**config.mk**
```make
export PLATFORM = sky130hd
export DESIGN_NAME = word_align_ctrl
export DESIGN_NICKNAME = d
export VERILOG_FILES = /design/src/rtl/word_align_ctrl.sv
export SDC_FILE = /design/constraint.sdc
export NUM_CORES = 1
export LEC_CHECK = 0
export ABC_AREA = 1
export CAP_MARGIN = 30
export CELL_PAD_IN_SITES_DETAIL_PLACEMENT = 0
export CELL_PAD_IN_SITES_GLOBAL_PLACEMENT = 1
export CORE_MARGIN = 2
export CORE_UTILIZATION = 34
export CTS_BUF_LIST = sky130_fd_sc_hd__clkbuf_8
export DETAILED_ROUTE_END_ITERATION = 8
export MAX_ROUTING_LAYER = met4
export PLACE_DENSITY = 0.82
export SLEW_MARGIN = 10
export SYNTH_ARGS = -nofsm -noshare
export SYNTH_HDL_FRONTEND = slang
export SYNTH_SLANG_ARGS = --single-unit
```
**constraint.sdc**
```tcl
create_clock -name CLK -period 2.4 [get_ports CLK]
set_input_delay 0.24 -clock CLK [delete_from_list [all_inputs] [get_ports CLK]]
set_output_delay 0.24 -clock CLK [all_outputs]
set_load 0.02 [all_outputs]
```
**src/rtl/word_align_ctrl.sv**
```systemverilog
// Link-training controller for the 64-bit receive path: drives aligner init, hunts for the
// periodic sync word, declares link-up and forwards payload with sync slots stripped.
module word_align_ctrl #(
    parameter int unsigned INIT_CYC  = 8,
    parameter int unsigned SEARCH_TO = 4096,
    parameter int unsigned FRAME_LEN = 256,
    parameter int unsigned LOCK_CNT  = 4,
    parameter int unsigned LOSS_CNT  = 3
) (
    input  logic        CLK,
    input  logic        RST,
    input  logic        EN,
    input  logic        ALIGNED,
    input  logic        DIPUSH,
    input  logic [63:0] DIN,
    output logic        PHY_INIT,
    output logic        LINK_UP,
    output logic        DOPUSH,
    output logic [63:0] DOUT,
    output logic [7:0]  RETRAIN_CNT,
    output logic [2:0]  STATE
);

    localparam logic [63:0] SYNC = 64'hF731_8CEF_137F_FEC8;
    localparam int unsigned IW = (INIT_CYC > 1) ? $clog2(INIT_CYC) : 1;
    localparam int unsigned TW = $clog2(SEARCH_TO);
    localparam int unsigned FW = $clog2(FRAME_LEN);
    localparam int unsigned GW = $clog2(LOCK_CNT + 1);
    localparam int unsigned MW = $clog2(LOSS_CNT + 1);

    typedef enum logic [2:0] {
        StIdle   = 3'd0,
        StInit   = 3'd1,
        StSearch = 3'd2,
        StVerify = 3'd3,
        StLink   = 3'd4
    } state_e;

    state_e        state_q, state_d;
    logic [IW-1:0] init_q, init_d;
    logic [TW-1:0] to_q, to_d;
    logic [FW-1:0] idx_q, idx_d;
    logic [GW-1:0] good_q, good_d;
    logic [MW-1:0] miss_q, miss_d;
    logic [7:0]    retrain_q;
    logic          dopush_q;
    logic [63:0]   dout_q;
    logic          fwd;
    logic          retrain_inc;
    logic          is_sync;

    assign is_sync = (DIN == SYNC);

    always_comb begin
        state_d     = state_q;
        init_d      = init_q;
        to_d        = to_q;
        idx_d       = idx_q;
        good_d      = good_q;
        miss_d      = miss_q;
        fwd         = 1'b0;
        retrain_inc = 1'b0;

        unique case (state_q)
            StIdle: begin
                if (EN) begin
                    state_d = StInit;
                    init_d  = '0;
                end
            end
            StInit: begin
                if (init_q == IW'(INIT_CYC - 1)) begin
                    state_d = StSearch;
                    to_d    = '0;
                end else begin
                    init_d = init_q + 1'b1;
                end
            end
            StSearch: begin
                // A sync push beats a coincident timeout.
                if (DIPUSH && ALIGNED && is_sync) begin
                    idx_d  = FW'(1);
                    good_d = GW'(1);
                    miss_d = '0;
                    state_d = (LOCK_CNT == 1) ? StLink : StVerify;
                end else if (to_q == TW'(SEARCH_TO - 1)) begin
                    state_d     = StInit;
                    init_d      = '0;
                    retrain_inc = 1'b1;
                end else begin
                    to_d = to_q + 1'b1;
                end
            end
            StVerify: begin
                if (!ALIGNED) begin
                    state_d     = StInit;
                    init_d      = '0;
                    retrain_inc = 1'b1;
                end else if (DIPUSH) begin
                    idx_d = idx_q + 1'b1;
                    if (idx_q == '0) begin
                        if (is_sync) begin
                            good_d = good_q + 1'b1;
                            if (good_q == GW'(LOCK_CNT - 1)) begin
                                state_d = StLink;
                                miss_d  = '0;
                            end
                        end else begin
                            state_d     = StInit;
                            init_d      = '0;
                            retrain_inc = 1'b1;
                        end
                    end
                end
            end
            StLink: begin
                if (!ALIGNED) begin
                    state_d     = StInit;
                    init_d      = '0;
                    retrain_inc = 1'b1;
                end else if (DIPUSH) begin
                    idx_d = idx_q + 1'b1;
                    if (idx_q != '0) begin
                        fwd = 1'b1;
                    end else if (is_sync) begin
                        miss_d = '0;
                    end else if (miss_q == MW'(LOSS_CNT - 1)) begin
                        state_d     = StInit;
                        init_d      = '0;
                        retrain_inc = 1'b1;
                    end else begin
                        miss_d = miss_q + 1'b1;
                    end
                end
            end
            default: state_d = StIdle;
        endcase

        // Disable overrides everything, including any pending retrain or forward.
        if (!EN) begin
            state_d     = StIdle;
            fwd         = 1'b0;
            retrain_inc = 1'b0;
        end
    end

    always_ff @(posedge CLK) begin
        if (RST) begin
            state_q   <= StIdle;
            init_q    <= '0;
            to_q      <= '0;
            idx_q     <= '0;
            good_q    <= '0;
            miss_q    <= '0;
            retrain_q <= '0;
            dopush_q  <= 1'b0;
            dout_q    <= '0;
        end else begin
            state_q  <= state_d;
            init_q   <= init_d;
            to_q     <= to_d;
            idx_q    <= idx_d;
            good_q   <= good_d;
            miss_q   <= miss_d;
            dopush_q <= fwd;
            if (fwd) begin
                dout_q <= DIN;
            end
            if (retrain_inc && (retrain_q != 8'hFF)) begin
                retrain_q <= retrain_q + 8'd1;
            end
        end
    end

    assign STATE       = state_q;
    assign PHY_INIT    = (state_q == StIdle) || (state_q == StInit);
    assign LINK_UP     = (state_q == StLink);
    assign DOPUSH      = dopush_q;
    assign DOUT        = dout_q;
    assign RETRAIN_CNT = retrain_q;

endmodule

```
; Word level (Yosys, flattened, before mapping)
; Index checks and enable logic that the tools add are counted.
[totals]
register_bits = 104
in_bits = 69
word_cells = 145
[classes]
n_addsub = 6
eq_ne = 37
n_mux = 72
bitwise_logic = 1
reduce_logical = 20
[ops]
columns = operator, n
row1 = $mux W3, 31
row2 = $eq A64 B64 Y1 const B, 1
row3 = $mux W12, 3
row4 = $ne A2 B2 Y1 const B, 15
row5 = $pmux W3 S5, 2
row6 = $mux W8, 3
row7 = $ne A3 B3 Y1 const B, 8
row8 = $pmux W12 S2, 1
row9 = $mux W2, 11
row10 = $mux W1, 17
row11 = $add A8 B1 Y8 const B, 2
row12 = $pmux W8 S2, 1
row13 = $add A12 B1 Y12 const B, 1
row14 = $eq A12 B12 Y1 const B, 1
row15 = $reduce_and A12 Y1, 1
row16 = $reduce_and A11 Y1, 1
row17 = $eq A3 B2 Y1 const B, 3
row18 = $reduce_and A9 Y1, 1
row19 = $logic_not A8 Y1, 1
row20 = $ne A8 B8 Y1 const B, 1
row21 = $reduce_and A4 Y1, 2
row22 = $reduce_bool A8 Y1, 1
row23 = $add A3 B1 Y3 const B, 2
row24 = $eq A3 B3 Y1 const B, 2
row25 = other kinds (18), 24

; Logic depth before layout (Yosys ltp)
[logic_depth]
depth_word = 9
mapped_depth = 14
ltp_nobuf = 14

; Least setup slack after synthesis
; No wires, ideal clock.
[synth_path]
kind = register to register
start = register to_q[0]
end = register state_q[0], in the netlist STATE[0]
setup_time_ps = 114
arrival_time_ps = 1563
required_time_ps = 2286
slack_ps = 724
stages_incl_launch_ff = 15
synth_period_minus_slack_ps = 1676
cell_sequence = dfxtp_1 -> ha_1 -> nand2_1 -> nor2_1 -> nand3b_1 -> nor2_1 -> inv_1 -> nand2_2 -> inv_1 -> nand2_1 -> nand2_1 -> nor2_4 -> nand2_1 -> nand2_1 -> nor2_1
[synth_between]
elab_chain_len = 3
[synth_rtl]
columns = item, line_no
row1 = from (decl), 41  ; logic [TW-1:0] to_q, to_d;
row2 = from (signal assigned), 161  ; to_q <= to_d;
row3 = $eq A12 B12 Y1, 86  ; end else if (to_q == TW'(SEARCH_TO - 1)) begin
row4 = $ne A3 B3 Y1 (no source line), n/a
row5 = $reduce_and A9 Y1 (no source line), n/a
row6 = to (signal assigned), 149  ; state_q <= StIdle;
row7 = to (signal assigned), 159  ; state_q <= state_d;
row8 = to (decl), 39  ; state_e state_q, state_d;
; No other way between the ends.
; A chain may end at the register's enable or synchronous reset.

; Worst setup path in the final report
[layout_path]
start = register state_q[1], in the netlist STATE[1]
end = output LINK_UP
[layout_between]
elab_chain_len = 1
[layout_rtl]
columns = item, line_no
row1 = $eq A3 B3 Y1, 177  ; assign LINK_UP = (state_q == StLink);
row2 = to (decl), 17  ; output logic LINK_UP,
; No other way between the ends.

==> results.sh <==
export IMPL_required_ns=2.16
export IMPL_synth_top_area_cell="dfxtp_1"
export IMPL_synth_top_area_share_pct=39.90
export IMPL_grt_first_pass_wirelength_mm=23.65
export IMPL_p_switching_uw=1033
export IMPL_layout_nets=982
export IMPL_yosys_warnings=0
export IMPL_reg2reg_to="to_q[6]"
export IMPL_path_class="reg2out"
export IMPL_io_buffers=146
export IMPL_synth_nets=844
export IMPL_p_leak_uw=0.002628
export IMPL_antenna_found_initial=0
export IMPL_final_cell_mix="nor2_1 (215), clkdlybuf4s50_1 (146), nand2_1 (118), dfxtp_1 (104), o21ai_0 (69)"
export IMPL_sequentialPowerShare_pct=50.9
export IMPL_r2r_start="to_q[0]"
export IMPL_fillerInstances=1580
export IMPL_drt_pass1_iter_count=5
export IMPL_p_int_uw=2502
export IMPL_vias=5118
export IMPL_whs_endpoint="DOUT[3]"
export IMPL_synth_area_mm2=0.005218
export IMPL_pwr_share_comb_pct=17.4
export IMPL_htree_levels=3
export IMPL_core_area_mm2=0.01509
export IMPL_wirelength_mm=14.43
export IMPL_drtIter0Drc=273
export IMPL_viasPerCell=4.665
export IMPL_dieWidth_um=127.9
export IMPL_ioPinCount=147
export IMPL_wl_per_cell_um=13.15
export IMPL_numCtsBuffers=9
export IMPL_cts_tree="done"
export IMPL_cts_root_buf="clkbuf_8"
export IMPL_syn_avg_cell_area_um2=6.811
export IMPL_worst_slew_pin_slew_ns=0.4166
export IMPL_critPathLaunchType="register"
export IMPL_rows=45
export IMPL_status="completed"
export IMPL_cts_hold_buf=0
export IMPL_ys_ff_latch=104
export IMPL_grt_use_total_pct=18.47
export IMPL_holdCritStartpoint="DIN[3]"
export IMPL_initial_utilization_pct=34.58
export IMPL_drive_above_1_share_pct=6.491
export IMPL_syn_to_final_growth_pct=34.72
export IMPL_clock_latency_ns=0.38
export IMPL_gr_total_overflow=0
export IMPL_synthCells=766
export IMPL_die_area_mm2=0.01635
export IMPL_endpoint_kind="output port"
export IMPL_die_h_um=127.9
export IMPL_route_detailed_drc=0
export IMPL_antenna_left=0
export IMPL_fin_crit_sh_pct=88.81
export IMPL_dp_hpwl_mm=10.57
export IMPL_post_cts_buffers=0
export IMPL_synth_cell_types=33
export IMPL_grt_start_max_net_pins=75
export IMPL_grt_pass1_vias=4804
export IMPL_finalSetupViolCount=0
export IMPL_final_core_util_pct=46.58
export IMPL_fmax_ghz=0.4692
export IMPL_crit_start="STATE[1]"
export IMPL_layout_commonest_cell="nor2_1"
export IMPL_cts_resized=0
export IMPL_rsz0062_at_grt="no"
export IMPL_crit_path_max_fanout=6
export IMPL_power_density_mw_per_mm2=503.0
export IMPL_peakVddDrop_mv=0.2447
export IMPL_pwr_share_clk_pct=31.6
export IMPL_yosys_top_cells_area="dfxtp_1 (40%), nor2_1 (15%), nand2_1 (8.6%)"
export IMPL_final_hold_viol_count=0
export IMPL_min_path_cells=3
export IMPL_power_share_switching_pct=29.23
export IMPL_ys_seq_area_share_pct=39.90
export IMPL_clkSinkCount=104
export IMPL_place_congestion=0.8346
export IMPL_clock_path_buffers=2
export IMPL_hold_path_class="in2reg"
export IMPL_path_clk_slew_ns=0.11
export IMPL_period_needed_ns=2.131
export IMPL_skew_ns=0.01525
export IMPL_r2r_slack_ns=0.34
export IMPL_drv_slew=0
export IMPL_fin_setup_tns_ns=0
export IMPL_drv_cap=0
export IMPL_cp_arrival_ns=1.89
export IMPL_num_antenna_cells=0
export IMPL_relSlewSlack_pct=72.13
export IMPL_reg2reg_depth=12
registers in the layout, indices dropped and copies added (netlist names):
name         count
DOPUSH           1
idx_q            8
to_q            12
RETRAIN_CNT      8
good_q           3
miss_q           2
init_q           3
DOUT            64
STATE            3
synth_stat cells:
cell and n:
xor2_1 16, xnor2_1 2, nand3_4 1, a21oi_1 35, nand2_1 119, or2_2 1
o21ai_0 69, nor3_1 6, clkbuf_1 13, nand3b_1 5, dfxtp_1 104, nand3_1 50
nor3_2 2, ha_1 9, buf_2 2, buf_6 7, a21oi_2 2, nor3b_1 2
inv_1 55, buf_1 1, o21bai_1 1, nand4_1 16, nor2_4 3, nor2_1 215
o211ai_1 1, buf_4 3, nand2_2 5, nor2_2 6, nand2_4 4, nand3_2 1
a211oi_1 1, nor3_4 1, inv_2 8
logic make-up (layout without fill, tap and decap cells):
group / after synthesis / count (layout) / share of synthesized area, %
simple gates: 437 / 437 / 36.50
compound gates: 109 / 109 / 10.74
flops: 104 / 104 / 39.90
buf+inv: 89 / 232 / 7.674
xor+xnor: 18 / 18 / 3.022
fa+ha+maj: 9 / 9 / 2.158
per-layer routing:
metal / global-route usage, % / wire length, µm
met1: 23.84 / 6938
met2: 29.54 / 6666
met3: 2.462 / 512
met4: 7.111 / 313
met5: - / 0
layout make-up:
class                      instances  area, µm²  area share (%)
timing repair buffer             153       1539           21.89
multi-input combinational        573       2738           38.95
sequential                       104       2082           29.62
inverter                          63      236.5           3.364
tap                              188      235.2           3.346
clock inverter                     4      33.78          0.4806
clock buffer                      12      165.2           2.350
power by group through the flow:
stage | registers, µW | logic [µW] | clock network [µW]
floorplan | 1840 | 356 | 0
CTS | 1800 | 620 | 1170
detailed placement | 1840 | 617 | 0
global placement | 1840 | 616 | 0
global route | 1810 | 692 | 1230
finish | 1800 | 616 | 1120
worst max-delay path, stage by stage, from the launching register on:
cell	delay, ns
dfxtp_1	0.41
nor2_2	0.23
nand2_4	0.11
inv_1	0.14
clkdlybuf4s50_1	0.63
how the worst max path moves through the flow:
| stage | cells past startpoint | slack (ns) | endpoint |
|---|---|---|---|
| after floorplan | 14 | 0.72 | STATE[0] |
| after global placement | 14 | 0.18 | good_q[1] |
| after detailed placement | 12 | 0.15 | to_q[10] |
| after CTS | 4 | 0.26 | LINK_UP |
| after global routing | 12 | 0.04 | to_q[10] |
| final | 4 | 0.27 | LINK_UP |
through the flow:
step | area, µm² | instances | power, µW | worst slack, ns | hold WS [ns]
global route | 7029 | 1097 | 3733 | 0.04409 | 0.4541
floorplan | 5218 | 766 | 2200 | 0.7236 | 0.3876
finish | 7029 | 1097 | 3536 | 0.2686 | 0.4226
CTS | 7029 | 1097 | 3588 | 0.2568 | 0.4063
detailed placement | 6830 | 1081 | 2457 | 0.1470 | 0.4723
global placement | 6830 | 1081 | 2456 | 0.1795 | 0.4606
Note: power is estimated with default switching activity, not from simulation.
